## config.mk

```make
export PLATFORM = sky130hd
export DESIGN_NAME = cpu
export DESIGN_NICKNAME = d
export VERILOG_FILES = /design/src/rtl/cpu.sv
export SDC_FILE = /design/constraint.sdc
export NUM_CORES = 1
export LEC_CHECK = 0
export ABC_AREA = 1
export BUFFER_PORTS_ARGS = -buffer_cell sky130_fd_sc_hd__buf_2
export CAP_MARGIN = 0
export CORE_MARGIN = 3
export CORE_UTILIZATION = 45
export DETAILED_ROUTE_END_ITERATION = 6
export PLACE_DENSITY = 0.65
export SETUP_SLACK_MARGIN = 0.2
export SLEW_MARGIN = 10
export SYNTH_ARGS = -nofsm -noshare
export SYNTH_HDL_FRONTEND = slang
export SYNTH_SLANG_ARGS = --single-unit
```

## constraint.sdc

```tcl
create_clock -name clk -period 2.31 [get_ports clk]
set_clock_uncertainty 0.1 [all_clocks]
set_input_delay 0.1155 -clock clk [delete_from_list [all_inputs] [get_ports clk]]
set_output_delay 0.1155 -clock clk [all_outputs]
set_load 0.02 [all_outputs]
```

## src/rtl/cpu.sv

```systemverilog
// ---------------------------------------------------------------------------
// cpu -- minimal 8-bit accumulator processor (Phase-1 adding machine)
//
// Fetches and executes instructions from an external 64-byte unified
// instruction/data memory. Every instruction takes three cycles:
// FETCH -> DECODE -> EXECUTE.
//
// Instruction word: [7:6] opcode, [5:0] operand address A
//   00 LOAD  AC <- M[A]
//   01 ADD   AC <- (AC + M[A]) mod 256
//   10 STORE M[A] <- AC
//   11 JUMP  PC <- A
//
// Ports
//   clk          in   1  system clock, rising-edge
//   rst          in   1  asynchronous active-high reset
//   data_bus_in  in   8  memory read data (combinational, same cycle)
//   rd_mem       out  1  memory read strobe
//   wr_mem       out  1  memory write strobe (memory captures on the
//                        rising edge that ends the cycle)
//   adr_bus      out  6  memory address
//   data_bus_out out  8  write data, always the accumulator
//
// Configuration macro CPU_HALT_EN: when defined, a JUMP to its own address
// enters a HALT state that idles the buses until reset. When undefined the
// self-jump just refetches the same instruction every three cycles.
// ---------------------------------------------------------------------------
module cpu (
  input  logic       clk,
  input  logic       rst,
  input  logic [7:0] data_bus_in,
  output logic       rd_mem,
  output logic       wr_mem,
  output logic [5:0] adr_bus,
  output logic [7:0] data_bus_out
);

  typedef enum logic [1:0] {
    S_FETCH   = 2'b00,
    S_DECODE  = 2'b01,
`ifdef CPU_HALT_EN
    S_EXECUTE = 2'b10,
    S_HALT    = 2'b11
`else
    S_EXECUTE = 2'b10
`endif
  } state_t;

  localparam logic [1:0] OP_LOAD  = 2'b00;
  localparam logic [1:0] OP_ADD   = 2'b01;
  localparam logic [1:0] OP_STORE = 2'b10;
  localparam logic [1:0] OP_JUMP  = 2'b11;

  state_t     r_state;
  logic [5:0] r_pc;
  logic [7:0] r_ir;
  logic [7:0] r_ac;

  state_t     w_state_nxt;
  logic [5:0] w_pc_nxt;
  logic [7:0] w_ir_nxt;
  logic [7:0] w_ac_nxt;
  logic       w_rd;
  logic       w_wr;
  logic [5:0] w_adr;

  logic [1:0] w_opcode;
  logic [5:0] w_operand;
  logic [7:0] w_sum;

  assign w_opcode  = r_ir[7:6];
  assign w_operand = r_ir[5:0];
  // Eight-bit add; the carry out is simply discarded.
  assign w_sum     = r_ac + data_bus_in;

`ifdef CPU_HALT_EN
  // PC has already been advanced past the jump during FETCH, so the jump's
  // own address is PC-1 (modulo 64).
  logic [5:0] w_pc_prev;
  logic       w_self_jump;
  assign w_pc_prev   = r_pc - 6'd1;
  assign w_self_jump = (w_operand == w_pc_prev);
`endif

  // State register
  always_ff @(posedge clk or posedge rst) begin
    if (rst) begin
      r_state <= S_FETCH;
      r_pc    <= '0;
      r_ir    <= '0;
      r_ac    <= '0;
    end else begin
      r_state <= w_state_nxt;
      r_pc    <= w_pc_nxt;
      r_ir    <= w_ir_nxt;
      r_ac    <= w_ac_nxt;
    end
  end

  // Next-state and bus decode
  always_comb begin
    w_state_nxt = r_state;
    w_pc_nxt    = r_pc;
    w_ir_nxt    = r_ir;
    w_ac_nxt    = r_ac;
    w_rd        = 1'b0;
    w_wr        = 1'b0;
    w_adr       = w_operand;

    case (r_state)
      S_FETCH: begin
        w_rd        = 1'b1;
        w_adr       = r_pc;
        w_ir_nxt    = data_bus_in;
        w_pc_nxt    = r_pc + 6'd1;   // wraps 63 -> 0 naturally
        w_state_nxt = S_DECODE;
      end

      S_DECODE: begin
        w_state_nxt = S_EXECUTE;
      end

      S_EXECUTE: begin
        w_state_nxt = S_FETCH;
        case (w_opcode)
          OP_LOAD: begin
            w_rd     = 1'b1;
            w_ac_nxt = data_bus_in;
          end
          OP_ADD: begin
            w_rd     = 1'b1;
            w_ac_nxt = w_sum;
          end
          OP_STORE: begin
            w_wr = 1'b1;
          end
          OP_JUMP: begin
            w_pc_nxt = w_operand;
`ifdef CPU_HALT_EN
            if (w_self_jump) begin
              w_state_nxt = S_HALT;
            end
`endif
          end
          default: begin
            w_state_nxt = S_FETCH;
          end
        endcase
      end

`ifdef CPU_HALT_EN
      S_HALT: begin
        // Parked until reset: buses idle, address shows the PC.
        w_adr       = r_pc;
        w_state_nxt = S_HALT;
      end
`endif

      default: begin
        w_state_nxt = S_FETCH;
      end
    endcase
  end

  // Reset forces every output low immediately, which also kills a write
  // strobe that was in flight when reset arrived.
  assign rd_mem       = w_rd & ~rst;
  assign wr_mem       = w_wr & ~rst;
  assign adr_bus      = rst ? 6'd0 : w_adr;
  assign data_bus_out = rst ? 8'd0 : r_ac;

endmodule

```

; ---- After elaboration in Yosys (flattened, before gate mapping)
; Cells that the tools add are included.
; Widths: inputs -> output; s select.
[classes]
add_sub_neg = 2
eq_ne = 6
n_mux = 11
n_bitwise = 3
n_reduce_logical = 7
[ops]
columns = op, n
row1 = $mux 6, 3
row2 = $pmux 8 s2, 1
row3 = $pmux 6 s2, 1
row4 = $add 8x8->8, 1
row5 = $mux 8, 1
row6 = $add 6x1->6 const B, 1
row7 = $eq 2x2->1 const B, 3
row8 = $eq 2x1->1 const B, 2
row9 = $logic_not 2->1, 2
row10 = $pmux 2 s2, 1
row11 = $reduce_and 2->1, 2
row12 = $reduce_bool 2->1, 2
row13 = $mux 1, 3
row14 = $and 1x1->1, 2
row15 = $ne 2x1->1 const B, 1
row16 = $pmux 1 s2, 1
row17 = $reduce_or 2->1, 1
row18 = $not 1->1, 1
[totals]
register_bits = 24
input_bits = 10
out_inout_bits = 16
elab_cells = 33

; ---- Depth between registers and ports, before layout
[logic_depth]
word_depth = 5
mapped_depth = 12
ltp_nobuf = 12

; ---- Worst setup path after synthesis
; OpenSTA, ideal clock, no wires.
[synth_timing]
path_type = register to register
start = reg r_ac[0]
end = reg r_ac[4]
arrival_ns = 1.401
setup_slack_ns = 0.680
stages_incl_launch_ff = 12
path_buffers = 0
period_less_slack_ns = 1.630
cell_sequence = dfrtp_1 ha_1 inv_1 fa_1 inv_1 nand2_1 nand2_1 nand2_1 nand2_1 nand2_1 o21ai_0 o21ai_0
[synth_via]
elab_chain_len = 2
[synth_rtl]
columns = item, line
row1 = from (decl), 57  ; logic [7:0] r_ac;
row2 = from (signal assigned), 96  ; r_ac <= w_ac_nxt;
row3 = $add 8x8->8, 74  ; assign w_sum = r_ac + data_bus_in;
row4 = $pmux 8 s2, 125  ; case (w_opcode)
; Every way passes these cells.
; A chain may end at the register's enable or synchronous reset.

; ---- Worst setup path in the final report
[layout_timing]
start = reg r_state[0]
end = out rd_mem
[layout_via]
elab_chain_len = 3
elab_cells_between_ends = 4
cone_classes = 1 x eq/ne / 1 x mux / 1 x bitwise / 1 x reduce/logical
[layout_rtl]
columns = item, line
row1 = from (decl), 54  ; state_t r_state;
row2 = from (signal assigned), 93  ; r_state <= w_state_nxt;
row3 = $eq 2x2->1 or $logic_not 2->1 (tied branches), 110  ; case (r_state)
row4 = $pmux 1 s2 *, 110
row5 = $and 1x1->1 *, 167  ; assign rd_mem = w_rd & ~rst;
row6 = to (decl), 32  ; output logic rd_mem,
; Every way passes the cells marked *; elsewhere a longest branch is shown, timed or not.

==> impl_metrics.json <==
{
  "run_status": "complete, no violations",
  "first_iter_violations": 88,
  "r2r-end": "r_ac[4]",
  "reg2reg_from": "r_ac[0]",
  "clock-sinks": 24,
  "area_growth_pct": 19.80,
  "num_rows": 21,
  "die_w_um": 65.96,
  "synth.yosys.seq_area_share": 0.3712,
  "vdd_drop_max_mv": 0.4086,
  "antenna-diode-count": 0,
  "cts_buffers": 3,
  "clock_path_buffers": 2,
  "antenna_left": 0,
  "holdWs_ns": 0.3556,
  "synthesis.area_mm2": 0.001618,
  "die-area_mm2": 0.004351,
  "gp_congestion": 0.8066,
  "hp-start": "r_state[1]",
  "relSlewSlack": 0.7319,
  "setup-tns-final_ns": 0,
  "grtUsageTotal": 0.1877,
  "netlist_instances": 225,
  "worstSetupStartpointType": "flip-flop",
  "cts-root-buf": "clkbuf_4",
  "h-tree-depth": 1,
  "die_h_um": 65.96,
  "nNetsFinal": 281,
  "yosysUniqueCellTypes": 24,
  "fin_cells": 307,
  "portBuffers": 25,
  "grt_pass1_vias": 1393,
  "drc": 0,
  "vias": 1496,
  "hold_end": "r_state[1]",
  "grt_max_degree": 25,
  "min_period_over_period": 0.8379,
  "hold_violations": 0,
  "synth-seq-cells": 24,
  "drt_first_pass_iters": 4,
  "rsz0062_at_grt": "yes",
  "synth_warnings": 0,
  "via_per_inst": 4.873,
  "p_leak_nw": 1.025,
  "grt_first_pass_wirelength_um": 6354,
  "end_kind": "output port",
  "rr_worst_depth": 11,
  "clkTransAtPathRegs_ns": 0.15,
  "avgSynthCellArea_um2": 7.190,
  "drive_above_1_share": 0.2069,
  "cts_tree": "done",
  "drt-total-wl_um": 3673,
  "place_ws_ns": 0.5553,
  "synth_nets": 244,
  "p_per_area_mw_per_mm2": 652.4,
  "path_class": "flip-flop to output port",
  "whs_path_depth": 1,
  "antenna_found_initial": 0,
  "critPathArrivalTime_ns": 1.72,
  "setup_ws_ns": 0.3744,
  "dpl.hpwl_um": 2721,
  "crit_fanout": 12,
  "worst_pin_slew_ns": 0.4012,
  "max-cap-violations": 0,
  "final-max-slew-violation-count": 0,
  "clk_latency_ns": 0.33,
  "crit_required_ns": 2.09,
  "clock.fmax_ghz": 0.5166,
  "design.core.area_mm2": 0.003390,
  "period_needed_ns": 1.936,
  "ff2ff_setup_slack_ns": 0.54,
  "wire_per_inst_um": 11.96,
  "grt.overflow.total": 0,
  "dp_cells": 291,
  "min_path_type": "flip-flop to flip-flop",
  "fillers": 338,
  "start_util": 0.4773,
  "setup_viol": 0,
  "io-pin-count": 26
}
==> kinds of logic after synthesis <==
family                   synth area share
flip-flops                         0.3712
buffers and inverters              0.1083
adder cells (fa/ha/maj)           0.07425
AND/OR/NAND/NOR                    0.2777
AO/OA/AOI/OAI                      0.1524
XOR/XNOR                          0.01624
==> where the power goes <==
part,internal (mW),switching [mW]
combinational,0.167,0.220
sequential,0.488,0.0739
clock,0.176,0.140
total,0.831,0.434
==> repair_timing <==
| item | 4_1_cts | 5_1_grt |
|---|---|---|
| endpoints found under the hold margin | 32 | 0 |
| gates resized for setup | 0 | 3 |
| setup endpoints to repair | 0 | 7 |
| hold buffers | 9 | 0 |
| buffers inserted | 0 | 3 |
==> through the flow <==
step / total power, mW / area (um2) / utilization
floorplan: 0.8504 / 1618 / -
global placement: 0.9403 / 1768 / 0.5216
detailed placement: 0.9456 / 1768 / 0.5216
CTS: 1.270 / 1911 / 0.5637
global route: 1.361 / 1938 / 0.5718
finish: 1.264 / 1938 / 0.5718
==> layout by cell type, fill, tap and decap left out <==
cell type	netlist	layout
nand2_1	57	57
inv_1	30	28
buf_2	2	25
dfrtp_1	24	23
nor2_1	20	20
nand3_1	14	14
o21ai_0	13	13
a21oi_1	13	13
o21ai_1	12	12
dlygate4sd3_1	0	9
ha_1	8	8
inv_2	6	7
a21oi_2	5	5
buf_4	0	4
xnor2_1	3	3
or2_2	3	3
clkbuf_4	0	3
nand2_2	2	2
a31oi_1	2	2
nand3b_1	2	2
nor2_4	1	1
nor2_8	1	1
clkinvlp_4	0	1
nor4_1	1	1
or2_0	1	1
fa_1	1	1
bufinv_16	0	1
dfrtp_2	0	1
==> layout make-up <==
class | count | area [um2] | area share
clock inverters | 1 | 30.03 | 0.01549
clock buffers | 3 | 22.52 | 0.01162
inverters | 36 | 138.9 | 0.07166
multi-input cells | 159 | 842.1 | 0.4345
flip-flops and latches | 24 | 601.8 | 0.3105
repair buffers | 38 | 245.2 | 0.1265
well taps | 46 | 57.56 | 0.02970
==> worst max-delay path by stage <==
stage | start | end | slack [ns] | cells past startpoint
global placement | r_ac[0] | r_ac[4] | 0.60 | 11
global route | r_state[0] | adr_bus[2] | 0.19 | 7
detailed placement | r_ac[0] | r_ac[4] | 0.56 | 11
finish | r_state[0] | rd_mem | 0.37 | 6
floorplan | r_ac[0] | r_ac[4] | 0.68 | 11
CTS | r_ir[7] | rd_mem | 0.27 | 6
==> metal layers <==
metal,part of all wire,up-vias,wire length (um),track usage
li1,-,789,-,-
met1,0.47,687,1732,0.2588
met2,0.49,18,1809,0.3104
met3,0.031,2,114,0.03571
met4,0.0041,0,15,0.03046
met5,0,-,0,0
==> state kept, by name (all words and copies together), names as in the netlist <==
name / count
r_ac: 8
r_state: 2
r_pc: 6
r_ir: 8
==> cells in the mapped netlist (all sizes together) <==
cell    instances  area share
xnor2           3       0.016
fa              1       0.012
ha              8       0.062
nor4            1      0.0039
o21ai          25       0.077
nand2          59        0.14
a31oi           2      0.0077
nand3          14       0.043
inv            36       0.084
nor2           22       0.066
clkbuf          2      0.0046
a21oi          18       0.067
nand3b          2      0.0093
or2             4       0.015
buf             4       0.020
dfrtp          24        0.37
==> critical path: stages, from the launching register on <==
cell	delay, ns
dfrtp_1	0.44
nor2_4	0.23
nand2_2	0.22
inv_2	0.17
o21ai_0	0.11
inv_1	0.06
buf_2	0.15
(Power assumes the default switching activity.)
